**src/rtl/bch_syndrome.sv**
```systemverilog
// Serial syndrome stage of the BCH(63,56) decoder: divides r(x) by g(x) MSB first.
// Optional SYND_ERRCNT_EN adds a saturating count of words with nonzero syndrome.
module bch_syndrome #(
    parameter int             N     = 63,
    parameter int             RW    = 7,
    parameter logic [RW-1:0]  GPOLY = 7'b1000101
) (
    input  logic          clk,
    input  logic          rst_n,
    input  logic          Din_Valid,
    input  logic          Din,
    output logic          Din_Ready,
    output logic [RW-1:0] S,
    output logic [2:0]    w,
    output logic          isEn2,
    output logic [N-1:0]  R
`ifdef SYND_ERRCNT_EN
    ,
    output logic [15:0]   Err_Cnt
`endif
);

    typedef enum logic [1:0] {
        IDLE  = 2'd0,
        SHIFT = 2'd1,
        DONE  = 2'd2
    } state_t;

    state_t         state;
    state_t         state_nxt;
    logic [RW-1:0]  lfsr;
    logic [RW-1:0]  lfsr_nxt;
    logic [N-1:0]   shreg;
    logic [N-1:0]   shreg_nxt;
    logic [5:0]     cnt;
    logic           acc;
    logic           last;

    function automatic logic [2:0] popcnt(input logic [RW-1:0] v);
        logic [2:0] pc;
        pc = 3'd0;
        for (int k = 0; k < RW; k++) begin
            pc = pc + 3'(v[k]);
        end
        return pc;
    endfunction

    always_ff @(posedge clk or negedge rst_n) begin
        if (!rst_n) begin
            state <= IDLE;
        end else begin
            state <= state_nxt;
        end
    end

    always_comb begin
        state_nxt = state;
        Din_Ready = 1'b1;
        unique case (state)
            IDLE: begin
                if (acc) state_nxt = SHIFT;
            end
            SHIFT: begin
                if (last) state_nxt = DONE;
            end
            DONE: begin
                Din_Ready = 1'b0;
                state_nxt = IDLE;
            end
            default: begin
                state_nxt = IDLE;
            end
        endcase
    end

    assign acc       = Din_Valid && Din_Ready;
    assign last      = acc && (state == SHIFT) && (cnt == 6'(N-1));
    assign shreg_nxt = {shreg[N-2:0], Din};

    // The first bit of a word seeds the remainder, so a stale lfsr never leaks in
    always_comb begin
        if (state == IDLE) begin
            lfsr_nxt = {{(RW-1){1'b0}}, Din};
        end else begin
            lfsr_nxt = {lfsr[RW-2:0], Din} ^ (lfsr[RW-1] ? GPOLY : '0);
        end
    end

    always_ff @(posedge clk or negedge rst_n) begin
        if (!rst_n) begin
            lfsr  <= '0;
            shreg <= '0;
            cnt   <= 6'd0;
        end else begin
            if (acc) begin
                lfsr  <= lfsr_nxt;
                shreg <= shreg_nxt;
            end
            if (state == DONE) begin
                cnt <= 6'd0;
            end else if (acc) begin
                cnt <= cnt + 6'd1;
            end
        end
    end

    always_ff @(posedge clk or negedge rst_n) begin
        if (!rst_n) begin
            S     <= '0;
            w     <= 3'd0;
            R     <= '0;
            isEn2 <= 1'b0;
        end else begin
            isEn2 <= last;
            if (last) begin
                S <= lfsr_nxt;
                w <= popcnt(lfsr_nxt);
                R <= shreg_nxt;
            end
        end
    end

`ifdef SYND_ERRCNT_EN
    always_ff @(posedge clk or negedge rst_n) begin
        if (!rst_n) begin
            Err_Cnt <= 16'd0;
        end else if (last && (lfsr_nxt != '0) && (Err_Cnt != 16'hFFFF)) begin
            Err_Cnt <= Err_Cnt + 16'd1;
        end
    end
`endif

endmodule

```
**config.mk**
```make
export PLATFORM = sky130hd
export DESIGN_NAME = bch_syndrome
export DESIGN_NICKNAME = d
export VERILOG_FILES = /design/src/rtl/bch_syndrome.sv
export SDC_FILE = /design/constraint.sdc
export NUM_CORES = 1
export LEC_CHECK = 0
export ABC_CLOCK_PERIOD_IN_PS = 5700
export CAP_MARGIN = 20
export CORE_ASPECT_RATIO = 0.6
export CORE_MARGIN = 5
export CORE_UTILIZATION = 47
export DETAILED_ROUTE_END_ITERATION = 10
export MAX_ROUTING_LAYER = met4
export PLACE_DENSITY = 0.7
export RECOVER_POWER = 25
export SLEW_MARGIN = 10
export SYNTH_ARGS = -nofsm -noshare
export SYNTH_HDL_FRONTEND = slang
export SYNTH_SLANG_ARGS = --single-unit
```
**constraint.sdc**
```tcl
create_clock -name clk -period 5.7 [get_ports clk]
set_clock_uncertainty 0.05 [all_clocks]
set_input_delay 0.855 -clock clk [delete_from_list [all_inputs] [get_ports clk]]
set_output_delay 0.855 -clock clk [all_outputs]
set_load 0.01 [all_outputs]
```
==> results.py <==
metrics = {
    "run_status": {
        "run_status": "completed",
    },
    "placed_design": {
        "dp.cells": 597,
        "io_buffers": 78,
        "hpwl_um": 6760,
        "place_ws_ns": 1.82,
        "gp_congestion": 0.779,
    },
    "power": {
        "seq_power_share": 0.449,
        "ir_worst_vdd_mv": 0.263,
        "finalPower_mw": 3.16,
        "intPower_mw": 2.28,
        "p_per_area_nw_per_um2": 415,
        "clockPowerShare": 0.352,
        "p_comb_frac": 0.200,
        "p_sw_uw": 876,
        "sw_frac_of_total": 0.278,
        "p_leak_nw": 3.76,
    },
    "cts": {
        "cts_num_sinks": 151,
        "cts_resized": 0,
        "post_cts_buffers": 0,
        "ctsHoldBuffers": 0,
        "path_clk_slew_ns": 0.06,
        "cts_tree": "done",
        "clockBufferDepth": 2,
        "clkLatencyLatePin_ns": 0.42,
        "cts_root_buffer": "clkbuf_16",
        "cts_buffers": 17,
        "cts-htree-levels": 4,
    },
    "worst_setup_path": {
        "crit_path_start_kind": "primary input",
        "crit_fanout": 38,
        "required_ns": 5.95,
        "crit_type": "primary input to flop",
        "critPathArrivalTime_ns": 3.73,
        "cp-end-kind": "flop",
    },
    "die": {
        "num_rows": 32,
        "dieArea_um2": 15500,
        "die_h_um": 98.5,
        "initial_core_util": 0.479,
        "io_pins": 79,
        "coreArea_um2": 12800,
        "die_x_um": 157,
    },
    "global_routing": {
        "antenna_found_initial": 0,
        "grt_max_degree": 89,
        "grt_pass1_vias": 3315,
        "grt.total_usage": 0.149,
        "grt_pass1_wl_um": 17600,
        "grt-ovfl-total": 0,
    },
    "logic_synthesis": {
        "synthCells": 365,
        "synth.avg_cell_area_um2": 16.8,
        "synth_cell_types": 27,
        "synth_seq_cells": 151,
        "ys_seq_area_frac": 0.616,
        "yosys_warnings": 0,
        "synth_nets": 375,
        "synth_area_um2": 6130,
    },
    "finish": {
        "diodes": 0,
        "stdcell_count": 629,
        "drive_gt1_frac": 0.379,
        "area_delta_synth_final_pct": 24.0,
        "nNetsFinal": 456,
        "nFillCells": 977,
    },
    "timing": {
        "fin_crit_sh": 0.611,
        "setup_viol": 0,
        "setup_ws_ns": 2.22,
        "finalMaxSlewViolations": 0,
        "period_needed_ns": 3.48,
        "clock.fmax_ghz": 0.287,
        "worstMarginPinSlew_ns": 0.937,
        "maxSlewHeadroom": 0.375,
        "tns_ns": 0,
        "hold_ws_ns": 0.428,
        "hold_viol": 0,
        "rsz0062_at_grt": "no",
    },
    "run": {
        "maxCapViolations": 0,
    },
    "detailed_routing": {
        "post_drt_via_cell_ratio": 5.06,
        "wl_um": 10500,
        "route.detailed.drc": 0,
        "first_pass_iters": 4,
        "wl_per_cell_um": 16.6,
        "drtIter0Drc": 203,
        "ant_nets": 0,
        "vias": 3182,
    },
    "min_path": {
        "hp-class": "primary input to async pin",
    },
}
==> worst max-delay path, stage by stage <==
cell and delay [ns]:
dlygate4sd3_1 0.91, nand2_1 0.19, or4_4 0.88, buf_4 0.46, mux2_4 0.38
==> cell usage after synthesis (all sizes together) <==
master / count / area share
dfrtp: 151 / 0.62
mux2: 137 / 0.29
buf: 16 / 0.022
nor2: 9 / 0.0055
inv: 8 / 0.0049
nand2: 5 / 0.0031
a32o: 4 / 0.0065
fa: 4 / 0.013
nor2b: 4 / 0.0041
xnor2: 4 / 0.0057
o21ai: 3 / 0.0024
xor2: 3 / 0.0043
clkbuf: 2 / 0.0012
ha: 2 / 0.0041
nand3: 2 / 0.0016
nand4: 2 / 0.0020
nor4: 2 / 0.0020
a211oi: 1 / 0.0012
a21oi: 1 / 0.00082
mux2i: 1 / 0.0016
nand2b: 1 / 0.0010
nor3: 1 / 0.00082
or3: 1 / 0.0010
or4: 1 / 0.0012
==> cell usage in the layout, fill, tap and decap left out, types with 3 or more instances in the layout <==
| cell type | instances |
|---|---|
| inv_6 | 6 |
| clkbuf_16 | 17 |
| inv_1 | 8 |
| nand2_1 | 4 |
| mux2_4 | 69 |
| xnor2_1 | 4 |
| clkinvlp_4 | 5 |
| clkdlybuf4s50_1 | 76 |
| dfrtp_1 | 151 |
| a32o_1 | 4 |
| mux2_2 | 68 |
| o21ai_0 | 3 |
| nor2_1 | 9 |
| xor2_1 | 3 |
| fa_1 | 4 |
| nor2b_1 | 4 |
==> logic make-up (layout without fill, tap and decap cells) <==
logic type      after synthesis  in the layout  share of synthesized area
fa+ha+maj                     6              6                     0.0171
buf+inv                      26            120                     0.0279
mux                         138            138                      0.295
xor+xnor                      7              7                     0.0100
compound gates                9              9                     0.0110
simple gates                 28             28                     0.0224
flops                       151            151                      0.616
==> state kept, by name, summed over array words and instances (netlist names) <==
name and flops:
lfsr 7, cnt 6, shreg 62, S 7
R 63, state 2, isEn2 1, w 3
==> area by class of cell <==
cell class	instances	area [um2]	share of cell area
sequential	151	3780	0.497
multi-input combinational	188	2190	0.289
timing repair buffer	80	797	0.105
clock buffer	17	425	0.0559
tap	170	213	0.0280
clock inverter	15	168	0.0220
inverter	8	30.0	0.00395
==> per-stage QoR <==
stage               utilization  area [um2]
floorplan                     -        6130
global placement          0.547        7010
detailed placement        0.547        7010
CTS                       0.594        7610
global route              0.594        7610
finish                    0.594        7610
==> metal layers <==
| layer | vias up | track usage | wire, um |
|---|---|---|---|
| met5 | - | - | 0 |
| met4 | 0 | 0.0601 | 126 |
| met3 | 12 | 0.0430 | 522 |
| met2 | 72 | 0.202 | 4570 |
| met1 | 1650 | 0.211 | 5250 |
| li1 | 1448 | - | - |
==> power by group through the flow <==
stage / Clock [mW] / Sequential [mW] / Combinational, mW
2_1_floorplan: 0 / 1.41 / 0.397
3_3_place_gp: 0 / 1.42 / 0.614
3_5_place_dp: 0 / 1.43 / 0.636
4_1_cts: 1.14 / 1.42 / 0.647
5_1_grt: 1.18 / 1.44 / 0.720
6_report: 1.11 / 1.42 / 0.630
==> path summary, 6_finish.rpt <==
kind                       cells after the start                 start                 to  slack (ns)
min in group clk                               1     R[22]$_DFFE_PN0P_  R[22]$_DFFE_PN0P_        0.46
max in group asynchronous                      2                 rst_n  R[50]$_DFFE_PN0P_        3.84
hold reg to reg                                1     R[22]$_DFFE_PN0P_  R[22]$_DFFE_PN0P_        0.46
setup reg to reg                               9  state[0]$_DFFE_PN0P_   w[1]$_DFFE_PN0P_        2.38
hold / removal                                 1                 rst_n  R[37]$_DFFE_PN0P_        0.43
setup / recovery                               5             Din_Valid   S[1]$_DFFE_PN0P_        2.22
Note: power is estimated with default switching activity, not from simulation.
